File: config.mk
export PLATFORM = sky130hd
export DESIGN_NAME = pc_hazard_controller
export DESIGN_NICKNAME = d
export VERILOG_FILES = /design/src/rtl/mips_pkg.sv /design/src/rtl/sat_counter.sv /design/src/rtl/pc_hazard_controller.sv
export SDC_FILE = /design/constraint.sdc
export NUM_CORES = 1
export LEC_CHECK = 0
export ABC_AREA = 1
export BUFFER_PORTS_ARGS = -buffer_cell sky130_fd_sc_hd__buf_2
export CAP_MARGIN = 30
export CORE_MARGIN = 5
export CORE_UTILIZATION = 45
export DETAILED_ROUTE_END_ITERATION = 8
export PLACE_DENSITY = 0.68
export SYNTH_ARGS = -nofsm -noshare
export SYNTH_HDL_FRONTEND = slang
export SYNTH_SLANG_ARGS = --single-unit
export TNS_END_PERCENT = 20
File: constraint.sdc
create_clock -name clk -period 3.95 [get_ports clk]
set_input_delay 0.79 -clock clk [delete_from_list [all_inputs] [get_ports clk]]
set_output_delay 0.79 -clock clk [all_outputs]
set_load 0.01 [all_outputs]
File: src/rtl/mips_pkg.sv
// Shared definitions for the MIPS core pipeline control blocks.
// Holds the hazard FSM encoding, the zero-register index and the default mult/div latency.
package mips_pkg;

    typedef enum logic {
        RUN     = 1'b0,
        MD_WAIT = 1'b1
    } hz_state_t;

    localparam logic [4:0] REG_ZERO          = 5'd0;
    localparam int         MULDIV_CYCLES_DEF = 32;

endpackage

File: src/rtl/sat_counter.sv
// Saturating up-counter with asynchronous active-low clear.
// It updates on the falling edge so that it shares the PC register's timing.
module sat_counter #(
    parameter int WIDTH = 16
) (
    input  logic             clk,
    input  logic             clr_n_i,
    input  logic             inc_i,
    output logic [WIDTH-1:0] count_o
);

    logic [WIDTH-1:0] count;

    always_ff @(negedge clk or negedge clr_n_i) begin
        if (!clr_n_i) begin
            count <= '0;
        end else if (inc_i && (count != {WIDTH{1'b1}})) begin
            count <= count + 1'b1;
        end
    end

    assign count_o = count;

endmodule

File: src/rtl/pc_hazard_controller.sv
// Hazard and stall control for the 5-stage pipeline: load-use stalls, blocking mult/div
// waits and branch/jump flushes. State advances on negedge clk, in step with the PC.
module pc_hazard_controller
    import mips_pkg::*;
#(
    parameter int MULDIV_CYCLES = MULDIV_CYCLES_DEF,
    parameter int CNT_BITS      = 16
) (
    input  logic                clk,
    input  logic                reset,
    input  logic [4:0]          id_rs_i,
    input  logic [4:0]          id_rt_i,
    input  logic                id_uses_rt_i,
    input  logic                ex_mem_read_i,
    input  logic [4:0]          ex_rt_i,
    input  logic                id_muldiv_i,
    input  logic                branch_taken_i,
    input  logic                jump_i,
    output logic                pc_hold_o,
    output logic                ifid_hold_o,
    output logic                idex_bubble_o,
    output logic                ifid_flush_o,
    output logic                busy_o,
    output logic [CNT_BITS-1:0] stall_cycles_o
);

    localparam int              MD_W    = $clog2(MULDIV_CYCLES + 1);
    localparam logic [MD_W-1:0] MD_LOAD = MD_W'(MULDIV_CYCLES - 1);

    hz_state_t       state;
    logic [MD_W-1:0] md_cnt;
    logic            load_use;
    logic            md_start;
    logic            hold;
    logic            flush;

    assign load_use = ex_mem_read_i && (ex_rt_i != REG_ZERO) &&
                      ((ex_rt_i == id_rs_i) || (id_uses_rt_i && (ex_rt_i == id_rt_i)));

    // Outputs are forced low while reset is asserted, whatever the inputs do.
    always_comb begin
        hold     = 1'b0;
        flush    = 1'b0;
        md_start = 1'b0;
        if (reset) begin
            case (state)
                RUN: begin
                    if (load_use) begin
                        hold = 1'b1;
                    end else if (id_muldiv_i) begin
                        md_start = 1'b1;
                    end else if (branch_taken_i || jump_i) begin
                        flush = 1'b1;
                    end
                end
                MD_WAIT: hold = 1'b1;
                default: hold = 1'b0;
            endcase
        end
    end

    // MD_WAIT lasts md_cnt+1 cycles from entry, so loading MULDIV_CYCLES-1 gives the full occupancy.
    always_ff @(negedge clk or negedge reset) begin
        if (!reset) begin
            state  <= RUN;
            md_cnt <= '0;
        end else begin
            case (state)
                RUN: begin
                    if (md_start) begin
                        state  <= MD_WAIT;
                        md_cnt <= MD_LOAD;
                    end
                end
                MD_WAIT: begin
                    if (md_cnt == '0) begin
                        state <= RUN;
                    end else begin
                        md_cnt <= md_cnt - 1'b1;
                    end
                end
                default: begin
                    state  <= RUN;
                    md_cnt <= '0;
                end
            endcase
        end
    end

    assign pc_hold_o     = hold;
    assign ifid_hold_o   = hold;
    assign idex_bubble_o = hold;
    assign ifid_flush_o  = flush;
    assign busy_o        = reset && (state == MD_WAIT);

    sat_counter #(
        .WIDTH(CNT_BITS)
    ) u_stall_cnt (
        .clk    (clk),
        .clr_n_i(reset),
        .inc_i  (hold),
        .count_o(stall_cycles_o)
    );

endmodule
==> results, run 1 <==
- The post-synth net total is 274.
- The count of max-cap constraint violations is 0.
- The first global-routing pass estimated 6830 um of wire.
- The area share of the largest cell type after synthesis is 34.1%.
- The post-synthesis to final-layout area growth is 21.3%.
- The antenna diode count is 0.
- The detailed router placed 1,666 vias in this run.
- The initial standard-cell utilization of the core is 46.1%.
- The largest family of logic cells by synthesized area is simple AND/OR/NAND/NOR gates.
- The x dimension of the die is 71.3 um.
- The count of mapped cells out of synthesis is 250.
- The synthesized netlist devotes 1.93% of its cell area to compound gates.
- The via count of the first global-routing pass is 1,548.
- During placement, the flow inserted port buffers numbering 42.
- Dividing total power by cell area gives a power density of 434 mW/mm^2.
- The later pin in the worst-skew pair is clocked with a latency of 0.28 ns.
- Traced cell by cell, the critical path runs through inv_2 -> nand2_4 -> buf_4 -> nor3_2 -> buf_2.
- In this run the count of I/O pins placed on the die edge is 43.
- The die covers 0.00508 mm^2.
- The commonest register cell after synthesis is sky130_fd_sc_hd__dfrtn_1.
- The number of nets still failing antenna checks after routing is 0.
- The leakage power total is 1.17 nW.
- The largest clock skew in the final design is 0.00183 ns.
- For this run, the number of Yosys warnings is 0.
- The area of the core region is 0.00366 mm^2.
- The fraction of the mapped netlist area in adder cells is 1.48%.
- The post-route cell area is 0.00205 mm^2.
- The measured slew at the worst slew-check pin is 0.392 ns.
- The first-pass detailed-route iteration total is 4.
- Headroom to the max-slew limit came out at 73.7%.
- The number of antenna violations at the first check in global routing is 0.
- In this run, synthesis inferred 0 flip-flops with an integrated enable.
- Clock-pin slew was measured on the worst setup and hold paths at 0.06 ns.
- Summing all placed instances gives a cell area of 0.00198 mm^2.
- For this run, the total global-route usage over all layers was measured as 16.1%.
- The first routing iteration left 55 violations.
- The detailed-route wire length is 3900 um.
- The count of endpoints failing hold in the final timing report is 0.
- Dividing the synthesized area by the synthesized cell count gives 6.76 um^2.
- CTS built an H-tree with a depth of 1.
- Entering global routing, the biggest net connects 43 pins.
- The synthesized design contains 23 register bits.
- The async set or reset register ratio after synthesis is 100%.
- The routed via count divided by cell count is 4.83.
- Across the VDD grid, the largest voltage drop is 201 uV.
- Counting every sink on the clock net gives 23.
- After clock tree synthesis, the flow added hold-fix buffers numbering 0.
- After global routing the overflow that remains totals 0.
- In the final routed layout, each cell accounts on average for 11.3 um.
- For this run, the post-layout net count is 322.
- Of the total synthesized cell area, the portion taken by XOR and XNOR cells is 6.74%.
- In this run the cell area of the synthesized design comes to 0.00169 mm^2.
- The clock root buffer is sky130_fd_sc_hd__clkbuf_8.
- Measured on the finished design, the core utilization comes to 55.9%.
- The count of unresolved DRC violations after routing is 0.
- The part of the Yosys area used for sequential elements is 34.1%.
- Setup repair after global routing could not meet its margin everywhere.
- The vertical extent of the die is 71.3 um.
- The kind of path behind the tightest hold check is flip-flop to flip-flop.
- Among all stages on the critical path, the largest delay is contributed by sky130_fd_sc_hd__dfrtn_1.
- The endpoint arrival time on the critical path is 3.16 ns.
- The number of pins exceeding their max-slew limit in the final report came to 0.
- The biggest area contributor in the post-synthesis netlist is sky130_fd_sc_hd__dfrtn_1.
- The fraction of layout instances using a drive strength above 1 is 21.2%.
- Row generation in the floorplan step produced 22 rows.
- The critical path in this run is classified as flip-flop to output port.
- The required time reported for the critical path endpoint is 3.16 ns.
- STA classifies the critical path startpoint as a flip-flop.
- Yosys instantiated no cell more often than sky130_fd_sc_hd__nand2_1.
- Hold timing on the final database bottoms out at a slack of 0.442 ns.
- The HPWL after detailed placement is 2920 um.
- The final weighted congestion in routability-driven placement is 0.863.
- The CTS tree is built.
- The basic-gate share of the synthesized area counting and, or, nand and nor cells is 44.5%.
- The maximum buffer depth of the clock tree is 2.
- Ranked by total cell area, the synthesized netlist is headed by sky130_fd_sc_hd__dfrtn_1, sky130_fd_sc_hd__nand2_1, sky130_fd_sc_hd__inv_1.
- The commonest cells after synthesis are sky130_fd_sc_hd__nand2_1, sky130_fd_sc_hd__inv_1, sky130_fd_sc_hd__dfrtn_1.
- In this run, CTS created clock tree buffers numbering 3.
- The flow ran to the end, and the final reports show no timing, DRC or antenna violations.
- Of the post-synthesis cell area, the part taken by muxes is 0%.
- The number of endpoints failing setup at the final stage is 0.
- The type of destination of the critical path is an output port.
- After synthesis, the netlist uses 24 different library cells.
- In this run the worst path has a maximum fanout of 4.
- The largest single stage delay on the critical path is 0.36 ns.
critical path, delay by kind of cell (launching register included):
kind / cells / cell delay (ns)
buffers and inverters: 3 / 0.39
flip-flops: 1 / 0.36
AND/OR/NAND/NOR: 2 / 0.16
layer usage:
layer	vias to the layer above	share of wire, %	wire length, um	track usage, %
met4	0	1.4	54	5.64
met5	-	0	0	0
met3	5	4.3	168	1.68
li1	886	-	-	-
met1	744	47	1820	21.7
met2	31	48	1860	26.7
final timing paths:
kind / start / to / slack [ns] / cells past startpoint
setup / recovery: state / ifid_flush_o / 0.0008 / 5
hold reg to reg: md_cnt[0] / md_cnt[0] / 0.44 / 3
setup reg to reg: u_stall_cnt.count_o[0] / u_stall_cnt.count_o[8] / 2.07 / 6
max in group asynchronous: reset / u_stall_cnt.count_o[2] / 1.37 / 2
hold / removal: md_cnt[0] / md_cnt[0] / 0.44 / 3
min in group asynchronous: reset / md_cnt[0] / 2.36 / 2
report_power, final:
| group | leakage [nW] | internal [W] | total (W) | switching [W] |
|---|---|---|---|---|
| Combinational | 0.850 | 0.000155 | 0.000373 | 0.000217 |
| Sequential | 0.297 | 0.000301 | 0.000367 | 0.0000663 |
| Clock | 0.0255 | 0.0000705 | 0.000148 | 0.0000778 |
| Total | 1.17 | 0.000527 | 0.000888 | 0.000362 |
area by class of cell:
cell class              count  area [um^2]
well taps                  48         60.1
repair buffers             50          283
inverters                  39          146
multi-input cells         181          937
clock buffers               3         41.3
clock inverters             1         5.00
flip-flops and latches     23          576
fillers                   372         1610
layout by cell type (no fill, tap or decap), types with 7 or more instances in the layout:
| cell | n |
|---|---|
| sky130_fd_sc_hd__dfrtn_1 | 23 |
| sky130_fd_sc_hd__nand3_1 | 15 |
| sky130_fd_sc_hd__xor2_1 | 11 |
| sky130_fd_sc_hd__nand4_1 | 20 |
| sky130_fd_sc_hd__nor3_1 | 8 |
| sky130_fd_sc_hd__nand2_1 | 91 |
| sky130_fd_sc_hd__buf_2 | 42 |
| sky130_fd_sc_hd__buf_4 | 7 |
| sky130_fd_sc_hd__nor2_1 | 16 |
| sky130_fd_sc_hd__inv_1 | 38 |
registers in the layout (all words and copies together) (netlist names):
| signal | cells |
|---|---|
| u_stall_cnt.count_o | 16 |
| state | 1 |
| md_cnt | 6 |
kinds of logic after synthesis:
group                      count (synthesis)
and+or+nand+nor                          160
buffers and inverters                     46
DFF                                       23
xor gates and xnor gates                  13
AOI/OAI and AO/OA                          6
adders and majority gates                  2
per-stage QoR:
step	instances	setup WS, ns	power (W)	TNS, ns
after global routing	345	-0.0449	0.000973	-0.0606
after floorplan	250	0.113	0.000607	0
after CTS	345	0.0105	0.000897	0
final	345	0.000780	0.000888	0
after global placement	340	-0.0606	0.000721	-0.973
after detailed placement	340	-0.0793	0.000733	-1.19
what timing repair did:
item / CTS / global route
endpoints found under the setup margin: 4 / 5
endpoints found under the hold margin: 0 / 0
setup buffers: 1 / 0
cloned: 0 / 0
gates resized for setup: 3 / 1
Power figures use the tool's default switching activity.
==> run 2, diff against run 1 <==
--- a/config.mk
+++ b/config.mk
@@ -11,6 +11,7 @@
 export CORE_MARGIN = 5
 export CORE_UTILIZATION = 45
 export DETAILED_ROUTE_END_ITERATION = 8
+export MAX_ROUTING_LAYER = met4
 export PLACE_DENSITY = 0.68
 export SYNTH_ARGS = -nofsm -noshare
 export SYNTH_HDL_FRONTEND = slang
==> results, run 2 (synthesized netlist as in run 1, its figures left out) <==
- The sequential standard cell area is 576 um^2 (unchanged).
- The critical path's largest stage delay is 0.36 ns (about the same).
- The met2 track demand over resource in global routing was 26.7% (unchanged).
- The TritonCTS buffer count is 3 (unchanged).
- The non-filler instance count after layout was 345 (unchanged).
- The first-pass detailed-route iteration total is 4 (unchanged).
- The fraction of layout instances using a drive strength above 1 was 21.2% (unchanged).
- The clock-pin transition on the worst setup and hold timing paths is 0.06 ns (about the same).
- The initial standard-cell utilization of the core came to 46.1% (unchanged).
- The count of unresolved DRC violations after routing is 0 (unchanged).
- The number of buffers added to fix hold violations after cts is 0 (unchanged).
- The wire length per cell after detailed routing came to 11.3 um (about the same).
- The via count of the first global-routing pass is 1,548 (unchanged).
- The antenna diode count is 0 (unchanged).
- The layer with the highest usage is met2.
- Traced cell by cell, the critical path runs through inv_2 -> nand2_4 -> buf_4 -> nor3_2 -> buf_2.
- The checks that failed: setup timing.
- The insertion delay of the later-clocked pin in the worst-skew pair is 0.28 ns (about the same).
- The global-route track usage on met1 was 21.7% (unchanged).
- The area occupied by multi-input gates was 937 um^2 (unchanged).
- The global route total overflow is 0 (unchanged).
- The final weighted congestion in routability-driven placement is 0.877 (+1.6%).
- The leakage power total is 1.17 nW (unchanged).
- The routed via count divided by cell count was 4.82 (-0.12%).
- The HPWL after detailed placement is 2920 um (unchanged).
- The area of the core region came to 0.00366 mm^2 (unchanged).
- In the layout the commonest cells are sky130_fd_sc_hd__nand2_1, sky130_fd_sc_hd__buf_2, sky130_fd_sc_hd__inv_1.
- The row count is 22 (unchanged).
- The relative contribution of the clock network to total power is 16.7% (about the same).
- The post-synthesis to final-layout area growth is 21.3% (unchanged).
- The endpoint arrival time on the critical path was 3.16 ns (about the same).
- The portion of total power attributed to sequential cells came to 41.3% (about the same).
- The relative slew slack is 73.7% (unchanged).
- The worst setup path category is flip-flop to output port.
- The first-pass GRT wire length is 6830 um (unchanged).
- The number of nets in the layout came to 322 (unchanged).
- The count of max-cap constraint violations came to 0 (unchanged).
- The total via count after detailed routing was 1,664 (-0.12%).
- The kind of path behind the tightest hold check is flip-flop to flip-flop.
- The final setup slack of the worst path came to -0.0000204 ns (-0.000801 ns).
- The overall global routing resource usage came to 16.6% (+0.48 points).
- STA classifies the critical path endpoint as an output port.
- The placed instance area is 0.00198 mm^2 (unchanged).
- The detailed-route wire length was 3900 um (about the same).
- The measured slew at the worst slew-check pin is 0.392 ns (unchanged).
- The vertical extent of the die is 71.3 um (unchanged).
- The number of cells after detailed placement was 340 (unchanged).
- The number of pins exceeding their max-slew limit in the final report is 0 (unchanged).
- The run finished, with violations left.
- The maximum buffer depth of the clock tree is 2 (unchanged).
- The x dimension of the die came to 71.3 um (unchanged).
- The CTS H-tree depth is 1 (unchanged).
- The number of antenna violations at the first check in global routing is 0 (unchanged).
- The routing usage on met3 is 1.68% (unchanged).
- The fraction of power consumed by combinational cells was 42.0% (about the same).
- The initial DRC count is 61 (+11%).
- The largest clock skew in the final design is 0.00173 ns (-0.0000970 ns).
- The total design power was 0.000889 W (about the same).
- The sum of negative setup slack is -0.0000204 ns (-0.0000204 ns).
- The count of fill cells added during filler insertion came to 372 (unchanged).
- The number of flip-flops in the largest register was 16 (unchanged).
- The end-of-flow core utilization came to 55.9% (unchanged).
- The post-route cell area is 0.00205 mm^2 (unchanged).
- The area enclosed by the die boundary is 0.00508 mm^2 (unchanged).
- The worst path buffer plus inverter count is 3 (unchanged).
- The clock root buffer is sky130_fd_sc_hd__clkbuf_8.
- Broken down by cell family, the worst path's largest delay share belongs to buffers and inverters.
- The largest driver fanout on the critical path came to 4 (unchanged).
- The largest individual stage delay along the critical path comes from the cell sky130_fd_sc_hd__dfrtn_1.
- The total I/O pin count is 43 (unchanged).
- The worst supply voltage drop on vdd was 201 uV (about the same).
- The switching portion of total power came to 40.7% (about the same).
- The internal power is 0.000527 W (about the same).
- The net switching power of the design is 0.000362 W (+0.10%).
- The power density relative to cell area is 434 mW/mm^2 (about the same).
- The port buffer count is 42 (unchanged).
- Leaving out fill and tap cells, the most frequent cell in the layout is sky130_fd_sc_hd__nand2_1.
- The required time reported for the critical path endpoint came to 3.16 ns (about the same).
- The CTS tree is built.
- Setup repair after global routing could not meet its margin everywhere.
- The pin count of the biggest net entering global routing came to 43 (unchanged).
- STA classifies the critical path startpoint as a flip-flop.
- The count of endpoints failing hold in the final timing report is 0 (unchanged).
- The number of endpoints failing setup at the final stage was 1 (+1).
- The number of clock sinks seen by CTS is 23 (unchanged).
- The number of nets still failing antenna checks after routing is 0 (unchanged).
[run 2: cell type report]
| cell class | count | area share [%] |
|---|---|---|
| clock buffers | 3 | 2.02 |
| clock inverters | 1 | 0.244 |
| inverters | 39 | 7.15 |
| multi-input cells | 181 | 45.8 |
| flip-flops and latches | 23 | 28.1 |
| well taps | 48 | 2.93 |
| repair buffers | 50 | 13.8 |
[run 2: worst min-delay path: cells and delay by family, from the launching register on]
kind | cells | cell delay (ns)
flops | 1 | 0.36
simple gates | 3 | 0.18
[run 2: per-layer routing]
metal  part of all wire [%]  vias to the layer above  routed length, um
met2                     48                       31               1860
met1                     47                      742               1820
met5                      0                        -                  0
li1                       -                      886                  -
met3                    4.3                        5                168
met4                    1.4                        0                 54
[run 2: final timing paths]
path / from / endpoint / slack, ns / cells after the start
worst min-delay path: md_cnt[0] / md_cnt[0] / 0.44 / 3
min in group asynchronous: reset / u_stall_cnt.count_o[0] / 2.36 / 2
worst min register to register: md_cnt[0] / md_cnt[0] / 0.44 / 3
worst max register to register: u_stall_cnt.count_o[0] / u_stall_cnt.count_o[8] / 2.07 / 6
max in group asynchronous: reset / u_stall_cnt.count_o[2] / 1.36 / 2
worst max-delay path: state / ifid_flush_o / -0.00002 / 5
[run 2: per-stage QoR]
| stage | worst slack (ns) | hold WS [ns] |
|---|---|---|
| finish | -0.0000204 | 0.442 |
| global route | -0.0449 | 0.477 |
| CTS | 0.0105 | 0.438 |
| detailed placement | -0.0793 | 0.438 |
| global placement | -0.0606 | 0.432 |
| floorplan | 0.113 | 0.410 |
[run 2: power groups by stage]
| stage | registers, W | logic (W) | clock network, W |
|---|---|---|---|
| finish | 0.000367 | 0.000373 | 0.000148 |
| global route | 0.000380 | 0.000431 | 0.000163 |
| global placement | 0.000374 | 0.000347 | 0 |
| detailed placement | 0.000372 | 0.000360 | 0 |
| CTS | 0.000368 | 0.000376 | 0.000154 |
| floorplan | 0.000370 | 0.000236 | 0 |
[run 2: timing repair]
action / in CTS / in global routing
pin swaps: 0 / 0
setup buffers: 1 / 0
resized for setup: 3 / 1
setup endpoints to repair: 4 / 5
==> run 3, diff against run 2 <==
--- a/config.mk
+++ b/config.mk
@@ -8,6 +8,7 @@
 export ABC_AREA = 1
 export BUFFER_PORTS_ARGS = -buffer_cell sky130_fd_sc_hd__buf_2
 export CAP_MARGIN = 30
+export CORE_ASPECT_RATIO = 1.1
 export CORE_MARGIN = 5
 export CORE_UTILIZATION = 45
 export DETAILED_ROUTE_END_ITERATION = 8
==> results, run 3 (synthesized netlist as in run 1, its figures left out) <==
- The flow ran to the end, and the final reports show no timing, DRC or antenna violations.
- The endpoint arrival time on the critical path was 3.11 ns (-0.05 ns).
- The maximum buffer depth of the clock tree is 2 (unchanged).
- The clock-pin transition on the worst setup and hold timing paths is 0.06 ns (about the same).
- The pin count of the biggest net entering global routing was 43 (unchanged).
- The insertion delay of the later-clocked pin in the worst-skew pair is 0.27 ns (about the same).
- The routed via count divided by cell count is 4.80 (-0.50%).
- The relative slew slack is 75.4% (+1.7 points).
- The number of clock sinks seen by CTS is 23 (unchanged).
- The worst hold path begins at md_cnt[0].
- The number of nets still failing antenna checks after routing is 0 (unchanged).
- The initial DRC count came to 85 (+39%).
- The launching point of the worst reg2reg path is u_stall_cnt.count_o[0].
- The antenna diode count came to 0 (unchanged).
- The first-pass detailed-route iteration total is 4 (unchanged).
- The count of endpoints failing hold in the final timing report is 0 (unchanged).
- The fraction of layout instances using a drive strength above 1 came to 19.5% (-1.8 points).
- The first-pass GRT wire length is 6660 um (-2.5%).
- The area of the core region is 0.00363 mm^2 (-0.96%).
- TritonCTS built the clock tree.
- The count of unresolved DRC violations after routing is 0 (unchanged).
- The post-synthesis to final-layout area growth is 19.1%.
- In the layout the commonest cells are sky130_fd_sc_hd__nand2_1, sky130_fd_sc_hd__buf_2, sky130_fd_sc_hd__inv_1.
- The wire length per cell after detailed routing is 10.9 um (-3.6%).
- The x dimension of the die is 68.4 um (-4.0%).
- The port buffer count is 42 (unchanged).
- The worst supply voltage drop on vdd is 234 uV (+17%).
- The setup slack of the most critical reg-to-reg path is 2.07 ns (about the same).
- The worst setup path is launched from a flip-flop.
- The capture point of the worst reg-to-reg path is u_stall_cnt.count_o[5].
- The path class of the tightest hold or removal check is flip-flop to flip-flop.
- The HPWL after detailed placement came to 2920 um (+0.20%).
- The count of max-cap constraint violations came to 0 (unchanged).
- The leakage power total is 1.15 nW (-1.6%).
- The power density relative to cell area is 428 mW/mm^2 (-1.4%).
- The area occupied by multi-input gates is 928 um^2 (-0.93%).
- The sum of negative setup slack came to 0 ns (+0.0000204 ns).
- The required time reported for the critical path endpoint is 3.16 ns (about the same).
- The logic depth of the worst register-to-register path is 6 (unchanged).
- Tracing the worst setup path back leads to its startpoint at state.
- The clock root buffer is sky130_fd_sc_hd__clkbuf_8.
- The global route total overflow came to 0 (unchanged).
- The measured slew at the worst slew-check pin is 0.367 ns (-0.0252 ns).
- The count of fill cells added during filler insertion is 376 (+1.1%).
- The largest clock skew in the final design is 0.00180 ns (+0.0000726 ns).
- The overall global routing resource usage was 17.0% (+0.43 points).
- The number of buffers added to fix hold violations after cts is 0 (unchanged).
- The number of flip-flops in the largest register is 16 (unchanged).
- The total I/O pin count was 43 (unchanged).
- The vertical extent of the die is 74.3 um (+4.2%).
- The final weighted congestion in routability-driven placement came to 0.806 (-8.0%).
- In this run the worst setup path terminates at ifid_hold_o.
- The detailed-route wire length is 3740 um (-4.2%).
- The total via count after detailed routing came to 1,646 (-1.1%).
- The number of endpoints failing setup at the final stage is 0 (-1).
- Leaving out fill and tap cells, the most frequent cell in the layout is sky130_fd_sc_hd__nand2_1.
- The post-CTS setup-driven buffer insertion count is 0 (-1).
- The type of destination of the critical path is an output port.
- The largest driver fanout on the critical path was 3 (-1).
- The number of antenna violations at the first check in global routing came to 0 (unchanged).
- The CTS H-tree depth is 1 (unchanged).
- The row count came to 23 (+4.5%).
- The via count of the first global-routing pass is 1,553 (+0.32%).
- The number of nets in the layout is 318 (-1.2%).
- The number of pins exceeding their max-slew limit in the final report is 0 (unchanged).
- The critical path is of the flip-flop to output port type.
- Setup repair after global routing could not meet its margin everywhere.
- The sequential standard cell area came to 576 um^2 (unchanged).
- The TritonCTS buffer count is 3 (unchanged).
- The initial standard-cell utilization of the core came to 46.6% (+0.45 points).
- The total design power is 0.000861 W (-3.1%).
- The area enclosed by the die boundary is 0.00508 mm^2 (about the same).
- The number of stages on the worst hold path is 3 (unchanged).
## run 3: cell count changes in the layout (fill, tap and decap cells not counted)
| cell | change |
|---|---|
| sky130_fd_sc_hd__buf_4 | -4 |
| sky130_fd_sc_hd__a21oi_1 | +1 |
| sky130_fd_sc_hd__a21oi_2 | -1 |
| sky130_fd_sc_hd__nor3_1 | +1 |
| sky130_fd_sc_hd__nor3_2 | -1 |
## run 3: worst max-delay path: stages, from the launching register on
cell and delay (ns):
sky130_fd_sc_hd__dfrtn_1 0.42, sky130_fd_sc_hd__inv_2 0.06, sky130_fd_sc_hd__a21oi_1 0.20, sky130_fd_sc_hd__buf_2 0.17
## run 3: report_power, final
| group | internal, W | switching [W] | leakage (nW) | total, W |
|---|---|---|---|---|
| Combinational | 0.000142 | 0.000207 | 0.831 | 0.000350 |
| Sequential | 0.000301 | 0.0000652 | 0.297 | 0.000366 |
| Clock | 0.0000704 | 0.0000748 | 0.0255 | 0.000145 |
| Total | 0.000513 | 0.000347 | 1.15 | 0.000861 |
## run 3: layout make-up
type | instances | share of cell area [%]
flip-flops and latches | 23 | 28.6
inverters | 39 | 7.28
multi-input cells | 181 | 46.1
well taps | 50 | 3.11
clock inverters | 1 | 0.249
repair buffers | 46 | 12.6
clock buffers | 3 | 2.05
## run 3: metrics by stage
| stage | utilization [%] | instance area, um^2 | instances | worst slack [ns] | hold WS [ns] |
|---|---|---|---|---|---|
| 2_1_floorplan | - | 1690 | 250 | 0.113 | 0.410 |
| 3_5_place_dp | 54.3 | 1970 | 340 | -0.0535 | 0.452 |
| 6_report | 55.5 | 2010 | 343 | 0.0492 | 0.452 |
| 3_3_place_gp | 54.3 | 1970 | 340 | -0.0309 | 0.429 |
| 5_1_grt | 55.5 | 2010 | 343 | -0.0314 | 0.497 |
| 4_1_cts | 55.5 | 2010 | 343 | 0.0282 | 0.454 |
## run 3: layer usage
metal | part of all wire [%] | global-route usage (%) | vias to the layer above | wire length, um
met5 | 0 | - | - | 0
met4 | 0.51 | 2.87 | 0 | 19
met3 | 4.9 | 2.27 | 2 | 184
met2 | 49 | 27.7 | 29 | 1820
met1 | 46 | 22.8 | 732 | 1710
li1 | - | - | 883 | -
## run 3: what timing repair did
action                                  CTS  global route
endpoints found under the hold margin     0             0
endpoints found under the setup margin    1             8
resized for setup                         2             0
gates cloned                              0             0
## run 3: worst min path at each step
stage	endpoint	slack [ns]
final	md_cnt[0]	0.45
after detailed placement	md_cnt[0]	0.45
after CTS	md_cnt[0]	0.45
after global placement	md_cnt[0]	0.43
after global routing	md_cnt[0]	0.50
after floorplan	md_cnt[0]	0.41
